File: config.mk
export PLATFORM = sky130hd
export DESIGN_NAME = uart_inst_loader_flat
export DESIGN_NICKNAME = d
export VERILOG_FILES = /design/src/rtl/uart_inst_loader_if.sv /design/src/rtl/uart_inst_loader.sv /design/src/flat_wrapper.sv
export SDC_FILE = /design/constraint.sdc
export NUM_CORES = 1
export LEC_CHECK = 0
export ABC_AREA = 1
export BUFFER_PORTS_ARGS = -buffer_cell sky130_fd_sc_hd__buf_4
export CAP_MARGIN = 20
export CORE_UTILIZATION = 60
export DETAILED_ROUTE_END_ITERATION = 10
export PLACE_DENSITY = 0.9
export SKIP_CTS_REPAIR_TIMING = 1
export SLEW_MARGIN = 30
export SYNTH_ARGS = -nofsm -noshare
export SYNTH_HDL_FRONTEND = slang
export SYNTH_SLANG_ARGS = --single-unit
File: constraint.sdc
create_clock -name clk -period 2.1 [get_ports clk]
set_input_delay 0.315 -clock clk [delete_from_list [all_inputs] [get_ports clk]]
set_output_delay 0.315 -clock clk [all_outputs]
set_load 0.05 [all_outputs]
File: src/rtl/uart_inst_loader_if.sv
// Serial-in / word-out bundle between the UART instruction loader and the fetch stage.
interface uart_inst_loader_if;
  logic        i_rx;
  logic [15:0] o_uart_inst;
  logic        o_uart_inst_en;
  logic        o_frame_err;

  modport master (
    input  i_rx,
    output o_uart_inst,
    output o_uart_inst_en,
    output o_frame_err
  );

  modport slave (
    output i_rx,
    input  o_uart_inst,
    input  o_uart_inst_en,
    input  o_frame_err
  );
endinterface

File: src/rtl/uart_inst_loader.sv
// 8N1 UART receiver that pairs bytes (high byte first) into 16-bit instruction words
// with a one-cycle strobe; a stale high byte is dropped after an idle timeout.
module uart_inst_loader #(
  parameter int unsigned CLKS_PER_BIT = 434,
  parameter int unsigned TIMEOUT_CLKS = 20 * CLKS_PER_BIT
) (
  input  logic               clk,
  input  logic               reset,
  uart_inst_loader_if.master bus
);

  localparam int unsigned CNT_W = $clog2(CLKS_PER_BIT);
  localparam int unsigned TO_W  = $clog2(TIMEOUT_CLKS + 1);
  localparam logic [CNT_W-1:0] HALF_M1 = CNT_W'(CLKS_PER_BIT / 2 - 1);
  localparam logic [CNT_W-1:0] FULL_M1 = CNT_W'(CLKS_PER_BIT - 1);
  localparam logic [TO_W-1:0]  TO_MAX  = TO_W'(TIMEOUT_CLKS);

  typedef enum logic [1:0] {ST_IDLE, ST_START, ST_DATA, ST_STOP} state_t;

  logic             r_rx_meta, r_rx_s;
  state_t           r_state, w_state_nxt;
  logic [CNT_W-1:0] r_tick, w_tick_nxt;
  logic [2:0]       r_bit_idx, w_bit_nxt;
  logic [7:0]       r_shift, w_shift_nxt;
  logic             w_byte_ok, w_ferr, w_start_entry;

  logic             r_phase_low;
  logic [7:0]       r_hold;
  logic [TO_W-1:0]  r_to_cnt;
  logic [15:0]      r_word;
  logic             r_word_en, r_frame_err;

  // Two-flop synchronizer; idle-high so reset does not fake a start bit
  always_ff @(posedge clk or posedge reset) begin
    if (reset) begin
      r_rx_meta <= 1'b1;
      r_rx_s    <= 1'b1;
    end else begin
      r_rx_meta <= bus.i_rx;
      r_rx_s    <= r_rx_meta;
    end
  end

  always_ff @(posedge clk or posedge reset) begin
    if (reset) begin
      r_state   <= ST_IDLE;
      r_tick    <= '0;
      r_bit_idx <= '0;
      r_shift   <= '0;
    end else begin
      r_state   <= w_state_nxt;
      r_tick    <= w_tick_nxt;
      r_bit_idx <= w_bit_nxt;
      r_shift   <= w_shift_nxt;
    end
  end

  always_comb begin
    w_state_nxt   = r_state;
    w_tick_nxt    = r_tick + CNT_W'(1);
    w_bit_nxt     = r_bit_idx;
    w_shift_nxt   = r_shift;
    w_byte_ok     = 1'b0;
    w_ferr        = 1'b0;
    w_start_entry = 1'b0;
    case (r_state)
      ST_IDLE: begin
        w_tick_nxt = '0;
        if (!r_rx_s) begin
          w_state_nxt   = ST_START;
          w_start_entry = 1'b1;
        end
      end
      ST_START: begin
        // Mid-start-bit check rejects glitches shorter than half a bit
        if (r_tick == HALF_M1) begin
          w_tick_nxt  = '0;
          w_bit_nxt   = '0;
          w_state_nxt = r_rx_s ? ST_IDLE : ST_DATA;
        end
      end
      ST_DATA: begin
        if (r_tick == FULL_M1) begin
          w_tick_nxt  = '0;
          w_shift_nxt = {r_rx_s, r_shift[7:1]};
          if (r_bit_idx == 3'd7) w_state_nxt = ST_STOP;
          else                   w_bit_nxt   = r_bit_idx + 3'd1;
        end
      end
      ST_STOP: begin
        if (r_tick == FULL_M1) begin
          w_tick_nxt  = '0;
          w_state_nxt = ST_IDLE;
          w_byte_ok   = r_rx_s;
          w_ferr      = ~r_rx_s;
        end
      end
      default: w_state_nxt = ST_IDLE;
    endcase
  end

  // Word assembler with high-byte timeout; a new start bit outranks expiry
  always_ff @(posedge clk or posedge reset) begin
    if (reset) begin
      r_phase_low <= 1'b0;
      r_hold      <= '0;
      r_to_cnt    <= '0;
      r_word      <= '0;
      r_word_en   <= 1'b0;
      r_frame_err <= 1'b0;
    end else begin
      r_word_en   <= 1'b0;
      r_frame_err <= 1'b0;
      if (w_byte_ok) begin
        r_to_cnt <= '0;
        if (!r_phase_low) begin
          r_hold      <= r_shift;
          r_phase_low <= 1'b1;
        end else begin
          r_word      <= {r_hold, r_shift};
          r_word_en   <= 1'b1;
          r_phase_low <= 1'b0;
        end
      end else if (w_ferr) begin
        r_frame_err <= 1'b1;
        r_phase_low <= 1'b0;
        r_to_cnt    <= '0;
      end else if (!r_phase_low || w_start_entry) begin
        r_to_cnt <= '0;
      end else if (r_state == ST_IDLE) begin
        if (r_to_cnt >= TO_MAX) begin
          r_phase_low <= 1'b0;
          r_to_cnt    <= '0;
        end else begin
          r_to_cnt <= r_to_cnt + TO_W'(1);
        end
      end
    end
  end

  assign bus.o_uart_inst    = r_word;
  assign bus.o_uart_inst_en = r_word_en;
  assign bus.o_frame_err    = r_frame_err;

endmodule

File: src/flat_wrapper.sv
// flat-port wrapper written by rule: the top's interface ports become plain ports
module uart_inst_loader_flat 
#(
  parameter int unsigned CLKS_PER_BIT = 434,
  parameter int unsigned TIMEOUT_CLKS = 20 * CLKS_PER_BIT
)
  (clk, reset, bus_i_rx, bus_o_uart_inst, bus_o_uart_inst_en, bus_o_frame_err);
  uart_inst_loader_if bus_i ();
  input  logic clk;
  input  logic reset;
  input wire logic [$bits(bus_i.i_rx)-1:0] bus_i_rx;
  output wire logic [$bits(bus_i.o_uart_inst)-1:0] bus_o_uart_inst;
  output wire logic [$bits(bus_i.o_uart_inst_en)-1:0] bus_o_uart_inst_en;
  output wire logic [$bits(bus_i.o_frame_err)-1:0] bus_o_frame_err;
  assign bus_i.i_rx = bus_i_rx;
  assign bus_o_uart_inst = bus_i.o_uart_inst;
  assign bus_o_uart_inst_en = bus_i.o_uart_inst_en;
  assign bus_o_frame_err = bus_i.o_frame_err;
  uart_inst_loader #(.CLKS_PER_BIT(CLKS_PER_BIT), .TIMEOUT_CLKS(TIMEOUT_CLKS)) u_core (.clk(clk), .reset(reset), .bus(bus_i));
endmodule
==> flow_metrics.py, run 1 <==
metrics = {
    "status": {
        "outcome": "finished clean",
    },
    "global_routing": {
        "grtUsageTotal_pct": 23.8,
        "wire_length_of_the_first_global_routing_pass_mm": 10.0,
        "vias_in_the_first_global_route": 2389,
        "largest_net_degree_at_the_start_of_global_routing": 41,
        "antenna_found_initial": 0,
        "grt.overflow.total": 0,
    },
    "drt": {
        "routed_wl_mm": 6.08,
        "via_per_inst": 4.92,
        "route.vias.total": 2534,
        "first_iter_violations": 130,
        "drc_violation_count_after_routing": 0,
        "firstDrtPassIters": 4,
        "post_drt_wl_per_cell_um": 11.8,
        "remaining_antenna_violation_count": 0,
    },
    "die": {
        "chipHeight_um": 75.7,
        "floorplan.initialDensity_pct": 63.0,
        "core_region_area_mm2": 0.00517,
        "die_area_mm2": 0.00573,
        "num_rows": 26,
        "io_pins": 21,
        "die-width_um": 75.7,
    },
    "setup_path": {
        "r2r_end": "u_core.bus.o_uart_inst[1]",
        "timing.setup.critical_path_class": "reg2reg",
        "rrSetupSlack_ps": 270,
        "critical_path.cell_chain": "inv_1 -> ha_1 -> nand2_1 -> nor2_1 -> nand2_2 -> inv_2 -> nand3_4 -> o21ai_1 -> inv_1",
        "timing.reg2reg.worst_path_depth": 9,
        "crit_path_start_kind": "flip-flop",
        "worst_setup_path_end_kind": "flip-flop",
        "cp.arrival_ps": 2070,
        "crit_start": "u_core.r_tick[1]",
        "critPathMaxFanout": 32,
        "timing.critical_path.buf_inv": 3,
        "worstSetupPathDepth": 9,
        "crit_end": "u_core.bus.o_uart_inst[1]",
        "critical-path-top-cell-by-count": "sky130_fd_sc_hd__inv_1",
        "critical-path-slowest-cell": "sky130_fd_sc_hd__dfrtp_1",
        "crit_family": "simple AND/OR/NAND/NOR gates",
        "crit_required_ps": 2340,
        "regToRegStartpoint": "u_core.r_tick[1]",
        "max_stage_delay_ps": 400,
    },
    "layout": {
        "fillers": 370,
        "antenna_cells_inserted": 0,
        "mostFrequentLayoutCells": "sky130_fd_sc_hd__nand2_1 (108), sky130_fd_sc_hd__inv_1 (84), sky130_fd_sc_hd__dfrtp_1 (63)",
        "layout-area-overhead-vs-synth_pct": 12.9,
        "share_of_post_route_cells_with_drive_strength_above_1_pct": 13.9,
        "final_common_cell": "sky130_fd_sc_hd__nand2_1",
        "final_nets": 450,
        "final_cell_count_no_fill": 515,
    },
    "power": {
        "net-switching-power_mw": 0.525,
        "total_power_of_the_final_layout_mw": 2.45,
        "share_clk_of_total_power_pct": 47.5,
        "p_sw_share_pct": 21.4,
        "vdd.ir_drop.worst_uv": 485,
        "combPwrFrac_pct": 1.3,
        "p_per_area_mw_per_mm2": 667,
        "seqPwrFrac_pct": 51.2,
        "p_leak_nw": 2.14,
        "internal_power_mw": 1.93,
    },
    "clock_tree": {
        "cts_sink_count": 65,
        "cts_max_path_buffers": 2,
        "tritoncts": "built",
        "clock_latency_ps": 350,
        "cts_made_buffers": 9,
        "htree_num_levels": 3,
        "cts.clk_slew.worst_paths_ps": 80,
        "cts_root_buffer_type": "sky130_fd_sc_hd__clkbuf_8",
    },
    "timing": {
        "setup_tns_ps": 0,
        "hold_fails_final_rpt": 0,
        "fmax_ghz": 0.547,
        "max-slew-margin-rel_pct": 67.5,
        "clock_skew_ps": 9.50,
        "worst_slew_pin_slew_ps": 487,
        "fin_crit_period_ps": 1830,
        "slew_viol_final": 0,
        "setup_violations": 0,
        "grt_setup_unrepaired": "false",
        "final.period_utilization_pct": 87.1,
    },
    "hold_path": {
        "timing.hold.worst.start": "bus_i_rx",
        "type_of_the_most_critical_hold_path": "in2reg",
    },
    "yosys": {
        "synth.top_cells.by_area": "sky130_fd_sc_hd__dfrtp_1 (48%), sky130_fd_sc_hd__nand2_1 (12%), sky130_fd_sc_hd__inv_1 (9.8%)",
        "post_synth_instance_area_mm2": 0.00326,
        "yosys_warnings": 0,
        "yosys.area_share.simple_pct": 26.4,
        "ys.flop_type": "sky130_fd_sc_hd__dfrtp_1",
        "yosys_register_bits": 65,
        "synth_top_family_by_area": "simple AND/OR/NAND/NOR gates",
        "yosys.area.top_type_share_pct": 48.4,
        "ys_async_sr_fraction_pct": 100,
        "synth.largest_area_cell": "sky130_fd_sc_hd__dfrtp_1",
        "post_synth_mux_area_share_pct": 0,
        "synth-xor-area-share_pct": 1.34,
        "synth_adder_area_share_pct": 2.69,
        "synth_cells": 412,
        "post_synth_num_cell_types": 29,
        "syn_avg_cell_area_um2": 7.91,
        "synth_compound_gate_area_share_pct": 6.88,
        "synth_nets": 422,
        "synth_edf_count": 0,
        "synth.yosys.seq_area_share_pct": 50.0,
    },
    "place": {
        "placement.io_buffers": 20,
        "place_inst": 498,
        "gpl_wtd_cong": 0.812,
        "dp.final_hpwl_mm": 4.15,
    },
    "run": {
        "drv_cap": 0,
    },
}
-- synth_stat cells (5+ instances only) --
cell type and count:
sky130_fd_sc_hd__dfrtp_1 63, sky130_fd_sc_hd__nand2_2 5, sky130_fd_sc_hd__inv_1 85, sky130_fd_sc_hd__nor3_1 8, sky130_fd_sc_hd__nand2_1 108, sky130_fd_sc_hd__ha_1 7
sky130_fd_sc_hd__a21oi_1 7, sky130_fd_sc_hd__nand3_1 23, sky130_fd_sc_hd__buf_6 5, sky130_fd_sc_hd__o21ai_1 26, sky130_fd_sc_hd__nor2_1 38
-- state kept, by name (all words and copies together) (netlist names), named ones only --
| name | flops |
|---|---|
| u_core.bus.o_uart_inst_en | 1 |
| u_core.bus.o_uart_inst | 16 |
| u_core.r_rx_meta | 1 |
| u_core.r_bit_idx | 3 |
| u_core.r_tick | 9 |
| u_core.r_hold | 8 |
| u_core.r_shift | 8 |
| u_core.r_state | 1 |
| u_core.r_to_cnt | 14 |
| u_core.r_phase_low | 1 |
| u_core.r_rx_s | 1 |
| u_core.bus.o_frame_err | 1 |
-- worst min-delay path by stage --
stage	to	cells past startpoint
5_1_grt	u_core.r_rx_meta	1
3_3_place_gp	u_core.r_to_cnt[11]	2
6_report	u_core.r_rx_meta	1
3_5_place_dp	u_core.r_to_cnt[11]	2
2_1_floorplan	u_core.r_rx_meta	0
4_1_cts	u_core.r_to_cnt[11]	2
-- layout make-up --
type | count | area [µm²] | share of cell area (%)
Timing Repair Buffer | 25 | 190 | 5.17
Clock inverter | 7 | 95.1 | 2.59
Inverter | 90 | 338 | 9.19
Multi-Input combinational cell | 249 | 1210 | 33.0
Tap cell | 70 | 87.6 | 2.38
Sequential cell | 65 | 1630 | 44.3
Clock buffer | 9 | 124 | 3.37
-- worst register-to-register path, cell delays in order, from the launching register on --
cell and delay (ps):
sky130_fd_sc_hd__dfrtp_1 400, sky130_fd_sc_hd__inv_1 100, sky130_fd_sc_hd__ha_1 140, sky130_fd_sc_hd__nand2_1 50, sky130_fd_sc_hd__nor2_1 180, sky130_fd_sc_hd__nand2_2 100, sky130_fd_sc_hd__inv_2 150, sky130_fd_sc_hd__nand3_4 310
sky130_fd_sc_hd__o21ai_1 240, sky130_fd_sc_hd__inv_1 70
-- metrics by stage --
step	instance area, µm²	util [%]	hold slack (ps)	worst slack [ps]
after CTS	3670	70.9	-147	278
after floorplan	3260	-	319	162
after global routing	3680	71.1	63.8	91.5
after detailed placement	3450	66.7	232	271
final	3680	71.1	75.1	270
after global placement	3450	66.7	227	349
-- logic make-up (layout without fill, tap and decap cells) --
| group | count (synthesis) | count (layout) |
|---|---|---|
| XOR/XNOR | 5 | 5 |
| AND/OR/NAND/NOR | 195 | 195 |
| adder cells (fa/ha/maj) | 7 | 7 |
| AO/OA/AOI/OAI | 42 | 42 |
| flip-flops | 65 | 65 |
| buffers and inverters | 98 | 131 |
-- power groups by stage --
stage | sequential [mW] | combinational [mW] | clock (mW)
2_1_floorplan | 1.28 | 0.0195 | 0
3_3_place_gp | 1.28 | 0.0324 | 0
3_5_place_dp | 1.28 | 0.0327 | 0
4_1_cts | 1.26 | 0.0333 | 1.19
5_1_grt | 1.26 | 0.0391 | 1.23
6_report | 1.26 | 0.0325 | 1.16
-- metal layers --
metal / up-vias / wire length [µm] / global-route usage, %
met5: - / 0 / 0
met2: 41 / 3010 / 40.0
met4: 0 / 86 / 9.67
met1: 1182 / 2810 / 29.5
li1: 1298 / - / -
met3: 13 / 180 / 6.08
(Power assumes the default switching activity.)
==> inputs of run 2 (changes only) <==
- CELL_PAD_IN_SITES_DETAIL_PLACEMENT: unset -> 2
- CELL_PAD_IN_SITES_GLOBAL_PLACEMENT: unset -> 2
- CORE_UTILIZATION: 60 -> 36
==> flow_metrics.py, run 2 (synthesis gave the netlist of run 1 again) <==
metrics = {
    "layout": {
        "share_of_post_route_cells_with_drive_strength_above_1_pct": 14.8,
        "final_design_area_no_fill_mm2": 0.00375,
        "multi_input_area_mm2": 0.00122,
        "antenna_cells_inserted": 0,
        "final_common_cell": "sky130_fd_sc_hd__nand2_1",
        "fillers": 1004,
        "largest_register_ffs": 16,
        "mostFrequentLayoutCells": "sky130_fd_sc_hd__nand2_1 (108), sky130_fd_sc_hd__inv_1 (84), sky130_fd_sc_hd__dfrtp_1 (63)",
        "layout-area-overhead-vs-synth_pct": 15.1,
        "register_cell_area_after_layout_mm2": 0.00163,
        "final_nets": 451,
    },
    "global_routing": {
        "grt.overflow.total": 0,
        "vias_in_the_first_global_route": 3096,
        "grtUsageTotal_pct": 20.2,
        "largest_net_degree_at_the_start_of_global_routing": 33,
        "wire_length_of_the_first_global_routing_pass_mm": 14.9,
        "antenna_found_initial": 0,
    },
    "timing": {
        "worst_slew_pin_slew_ps": 584,
        "fin_crit_period_ps": 1960,
        "hold_fails_final_rpt": 0,
        "slew_viol_final": 0,
        "max-slew-margin-rel_pct": 61.0,
        "fmax_ghz": 0.511,
        "final.period_utilization_pct": 93.3,
        "setup_tns_ps": 0,
        "clock_skew_ps": 8.41,
        "setup_violations": 0,
        "final_critical_path_setup_slack_ps": 141,
    },
    "power": {
        "share_clk_of_total_power_pct": 48.1,
        "p_leak_nw": 2.15,
        "p_sw_share_pct": 22.4,
        "internal_power_mw": 1.93,
        "net-switching-power_mw": 0.557,
        "combPwrFrac_pct": 1.5,
        "seqPwrFrac_pct": 50.5,
        "p_per_area_mw_per_mm2": 663,
        "vdd.ir_drop.worst_uv": 295,
    },
    "setup_path": {
        "r2r_end": "u_core.r_hold[5]",
        "worst_setup_path_end_kind": "flip-flop",
        "crit_end": "u_core.r_hold[5]",
        "regToRegStartpoint": "u_core.r_tick[1]",
        "cp.arrival_ps": 2200,
        "timing.reg2reg.worst_path_depth": 10,
        "crit_start": "u_core.r_tick[1]",
        "crit_required_ps": 2340,
        "crit_path_start_kind": "flip-flop",
        "timing.setup.critical_path_class": "reg2reg",
        "rrSetupSlack_ps": 140,
        "critPathMaxFanout": 17,
    },
    "clock_tree": {
        "tritoncts": "built",
        "cts_root_buffer_type": "sky130_fd_sc_hd__clkbuf_8",
        "htree_num_levels": 3,
        "cts_max_path_buffers": 2,
        "cts_sink_count": 65,
        "cts_made_buffers": 9,
        "clock_latency_ps": 350,
        "cts.clk_slew.worst_paths_ps": 80,
    },
    "die": {
        "core_region_area_mm2": 0.00872,
        "die_area_mm2": 0.00943,
        "num_rows": 34,
        "floorplan.initialDensity_pct": 37.3,
        "die-width_um": 97.1,
        "chipHeight_um": 97.1,
        "io_pins": 21,
    },
    "place": {
        "placed_standard_cell_area_mm2": 0.00352,
        "gpl_wtd_cong": 0.763,
        "dp.final_hpwl_mm": 6.45,
        "placement.io_buffers": 20,
        "detailedPlace.worstSlack_ps": 172,
    },
    "status": {
        "outcome": "finished clean",
    },
    "drt": {
        "routed-wl-met3_um": 172,
        "top_signal_layer_used": "met4",
        "route.vias.total": 2702,
        "first_iter_violations": 92,
        "drc_violation_count_after_routing": 0,
        "firstDrtPassIters": 4,
        "drt-met1-wl_mm": 3.89,
        "met2_length_mm": 4.70,
        "via_per_inst": 4.88,
        "routed_wl_mm": 8.94,
        "post_drt_wl_per_cell_um": 16.1,
        "remaining_antenna_violation_count": 0,
    },
    "run": {
        "drv_cap": 0,
    },
    "hold_path": {
        "type_of_the_most_critical_hold_path": "in2async",
    },
}
-- run 2: cell count changes in the layout (fill, tap and decap cells not counted) --
cell,previous run,this run
sky130_fd_sc_hd__buf_12,0,1
sky130_fd_sc_hd__buf_4,24,25
sky130_fd_sc_hd__dlygate4sd3_1,1,0
sky130_fd_sc_hd__o21ai_1,26,24
sky130_fd_sc_hd__o21ai_2,2,4
-- run 2: metal layers --
| metal | GRT usage [%] | up-vias |
|---|---|---|
| met5 | 0 | - |
| met4 | 7.58 | 0 |
| met3 | 3.53 | 17 |
| met2 | 37.3 | 28 |
| met1 | 23.2 | 1354 |
| li1 | - | 1303 |
-- run 2: how the worst min path moves through the flow --
stage                startpoint                   endpoint  slack, ps
4_1_cts                   reset  u_core.bus.o_uart_inst[0]         40
2_1_floorplan          bus_i_rx           u_core.r_rx_meta        320
6_report                  reset  u_core.bus.o_uart_inst[0]         30
3_5_place_dp   u_core.r_rx_meta              u_core.r_rx_s        360
5_1_grt                   reset  u_core.bus.o_uart_inst[0]         60
3_3_place_gp   u_core.r_rx_meta              u_core.r_rx_s        350
-- run 2: stage by stage --
| stage | hold WS, ps | utilization [%] | std cells | power (mW) |
|---|---|---|---|---|
| finish | 25.1 | 43.0 | 554 | 2.49 |
| global route | 59.0 | 43.0 | 554 | 2.56 |
| CTS | 42.3 | 42.9 | 554 | 2.53 |
| global placement | 347 | 40.4 | 538 | 1.32 |
| floorplan | 319 | - | 412 | 1.30 |
| detailed placement | 355 | 40.4 | 538 | 1.32 |
-- run 2: layout make-up --
class	count	area share, %
clock inverter	7	2.54
clock buffer	9	3.30
sequential	65	43.4
tap	108	3.60
inverter	90	9.01
multi-input combinational	249	32.6
timing repair buffer	26	5.54
-- run 2: worst max-delay path, stage by stage (launching register included) --
cell and delay, ps:
sky130_fd_sc_hd__dfrtp_1 400, sky130_fd_sc_hd__inv_1 100, sky130_fd_sc_hd__ha_1 150, sky130_fd_sc_hd__nand2_1 50, sky130_fd_sc_hd__nor2_1 200, sky130_fd_sc_hd__nand2_2 120
sky130_fd_sc_hd__inv_2 100, sky130_fd_sc_hd__buf_4 210, sky130_fd_sc_hd__nand3_4 220, sky130_fd_sc_hd__o21ai_1 240, sky130_fd_sc_hd__inv_1 60
-- run 2: power by group through the flow --
stage                     sequential [mW]  clock (mW)  combinational (mW)
after detailed placement             1.28           0              0.0392
after global routing                 1.26        1.26              0.0433
final                                1.26        1.20              0.0363
after global placement               1.28           0              0.0383
after CTS                            1.26        1.23              0.0394
after floorplan                      1.28           0              0.0195
==> inputs of run 3 (changes only) <==
- ABC_AREA: 1 -> 0
- CORE_UTILIZATION: 36 -> 41
==> flow_metrics.py, run 3 <==
metrics = {
    "setup_path": {
        "timing.setup.critical_path_class": "reg2reg",
        "critPathMaxFanout": 5,
        "cp.arrival_ps": 2470,
        "crit_family": "simple AND/OR/NAND/NOR gates",
        "timing.critical_path.buf_inv": 1,
        "crit_path_start_kind": "flip-flop",
        "max_stage_delay_ps": 580,
        "crit_required_ps": 2340,
        "critical_path.cell_chain": "or4b_4 -> or3_4 -> nor2_8 -> buf_12 -> mux2_4",
        "worst_setup_path_end_kind": "flip-flop",
        "critical-path-slowest-cell": "sky130_fd_sc_hd__or4b_4",
    },
    "global_routing": {
        "grt.overflow.total": 0,
        "largest_net_degree_at_the_start_of_global_routing": 29,
        "global_route.usage.met2_pct": 50.6,
        "grtUsageTotal_pct": 28.2,
        "wire_length_of_the_first_global_routing_pass_mm": 15.6,
        "grt-busiest-layer": "met2",
        "grtUsageMet1_pct": 31.1,
        "vias_in_the_first_global_route": 2789,
        "grt_util_met3_pct": 4.48,
        "antenna_found_initial": 0,
    },
    "timing": {
        "max-slew-margin-rel_pct": 61.3,
        "final.period_utilization_pct": 106,
        "fin_crit_period_ps": 2230,
        "grt_setup_unrepaired": "true",
        "slew_viol_final": 0,
        "setup_violations": 35,
        "clock_skew_ps": 15.7,
        "fin_hold_ws_ps": -6.52,
        "final_critical_path_setup_slack_ps": -128,
        "worst_slew_pin_slew_ps": 575,
        "fmax_ghz": 0.449,
        "hold_fails_final_rpt": 13,
    },
    "yosys": {
        "synth.largest_area_cell": "sky130_fd_sc_hd__dfrtp_1",
        "synth.yosys.seq_area_share_pct": 53.0,
        "yosys_warnings": 0,
        "ys.flop_type": "sky130_fd_sc_hd__dfrtp_1",
        "synth_cells": 263,
        "synth_nets": 273,
        "post_synth_instance_area_mm2": 0.00307,
        "ys_async_sr_fraction_pct": 100,
        "synth.top_cells.by_count": "sky130_fd_sc_hd__dfrtp_1 (63), sky130_fd_sc_hd__mux2_2 (23), sky130_fd_sc_hd__nand2_1 (20)",
        "yosys.area.top_type_share_pct": 51.3,
        "synth.top_cells.by_area": "sky130_fd_sc_hd__dfrtp_1 (51%), sky130_fd_sc_hd__mux2_2 (8.4%), sky130_fd_sc_hd__mux2_4 (4.4%)",
        "yosysMostFrequentCell": "sky130_fd_sc_hd__dfrtp_1",
        "syn_avg_cell_area_um2": 11.7,
        "post_synth_num_cell_types": 49,
        "synth_edf_count": 0,
        "yosys_register_bits": 65,
    },
    "clock_tree": {
        "cts_root_buffer_type": "sky130_fd_sc_hd__clkbuf_8",
        "htree_num_levels": 3,
        "tritoncts": "built",
        "cts_sink_count": 65,
        "cts_max_path_buffers": 2,
        "cts.clk_slew.worst_paths_ps": 90,
        "clock_latency_ps": 370,
        "cts_made_buffers": 9,
    },
    "drt": {
        "post_drt_wl_per_cell_um": 28.6,
        "firstDrtPassIters": 4,
        "remaining_antenna_violation_count": 0,
        "via_per_inst": 5.98,
        "routed_wl_mm": 12.0,
        "first_iter_violations": 162,
        "route.vias.total": 2500,
        "drc_violation_count_after_routing": 0,
    },
    "power": {
        "p_per_area_mw_per_mm2": 665,
        "p_leak_nw": 1.74,
        "vdd.ir_drop.worst_uv": 641,
        "total_power_of_the_final_layout_mw": 2.54,
    },
    "die": {
        "chipHeight_um": 88.6,
        "floorplan.initialDensity_pct": 42.4,
        "die_area_mm2": 0.00785,
        "core_region_area_mm2": 0.00725,
        "num_rows": 31,
        "io_pins": 21,
        "die-width_um": 88.6,
    },
    "place": {
        "placement.io_buffers": 20,
        "dp.final_hpwl_mm": 7.10,
        "gpl_wtd_cong": 0.773,
    },
    "status": {
        "outcome": "finished, violations left",
        "failed_checks": "hold timing, setup timing",
    },
    "layout": {
        "largest_register_ffs": 16,
        "layout-area-overhead-vs-synth_pct": 24.5,
        "antenna_cells_inserted": 0,
        "mostFrequentLayoutCells": "sky130_fd_sc_hd__dfrtp_1 (63), sky130_fd_sc_hd__buf_4 (43), sky130_fd_sc_hd__nand2_1 (20)",
        "fillers": 717,
        "share_of_post_route_cells_with_drive_strength_above_1_pct": 32.9,
        "final_nets": 324,
        "final_common_cell": "sky130_fd_sc_hd__dfrtp_1",
    },
    "hold_path": {
        "type_of_the_most_critical_hold_path": "in2async",
    },
    "run": {
        "drv_cap": 0,
    },
}
[run 3: where the power goes]
part	internal, mW	leakage (nW)	switching, mW
Clock	0.664	0.106	0.586
Sequential	1.25	0.887	0.00318
Combinational	0.00872	0.747	0.0293
[run 3: worst reg2reg max path, stage by stage, from the launching register on]
cell	delay, ps
sky130_fd_sc_hd__dfrtp_1	410
sky130_fd_sc_hd__or4b_4	580
sky130_fd_sc_hd__or3_4	450
sky130_fd_sc_hd__nor2_8	190
sky130_fd_sc_hd__buf_12	160
sky130_fd_sc_hd__mux2_4	330
[run 3: path summary, 6_finish.rpt]
path / slack [ps] / end / cells after the start / from
max: -130 / u_core.bus.o_uart_inst[7] / 5 / u_core.r_tick[2]
min: -7 / u_core.r_to_cnt[7] / 2 / reset
max reg2reg: -130 / u_core.bus.o_uart_inst[7] / 5 / u_core.r_tick[2]
min reg2reg: 380 / u_core.r_rx_s / 0 / u_core.r_rx_meta
max in group asynchronous: 1450 / u_core.r_bit_idx[0] / 3 / reset
min in group clk: 50 / u_core.r_rx_meta / 1 / bus_i_rx
[run 3: cell families after synthesis]
family / count (synthesis) / synth area share [%]
AND/OR/NAND/NOR: 84 / 15.0
flip-flops: 65 / 53.0
AO/OA/AOI/OAI: 46 / 10.2
multiplexers: 34 / 13.5
buffers and inverters: 19 / 3.22
XOR/XNOR: 8 / 2.28
adder cells (fa/ha/maj): 7 / 2.85
[run 3: per-layer routing]
metal	routed length, µm	share of wire (%)	vias to the layer above
met5	0	0	-
met4	714	6.0	0
met3	333	2.8	39
met2	6400	54	71
met1	4510	38	1315
li1	-	-	1075
[run 3: cell type report]
class | count | area [µm²] | area share [%]
clock buffers | 10 | 128 | 3.34
multi-input cells | 179 | 1400 | 36.5
inverters | 11 | 41.3 | 1.08
well taps | 99 | 124 | 3.24
flip-flops and latches | 65 | 1630 | 42.6
clock inverters | 6 | 82.6 | 2.16
repair buffers | 48 | 424 | 11.1
[run 3: metrics by stage]
stage / cells / area (µm²) / setup TNS (ps) / setup WS (ps) / utilization [%]
floorplan: 263 / 3080 / -1810 / -114 / -
global placement: 400 / 3510 / -308 / -23.4 / 48.4
detailed placement: 400 / 3510 / -3630 / -189 / 48.4
CTS: 416 / 3720 / -4970 / -229 / 51.3
global route: 418 / 3830 / -3880 / -153 / 52.8
finish: 418 / 3830 / -2860 / -128 / 52.8
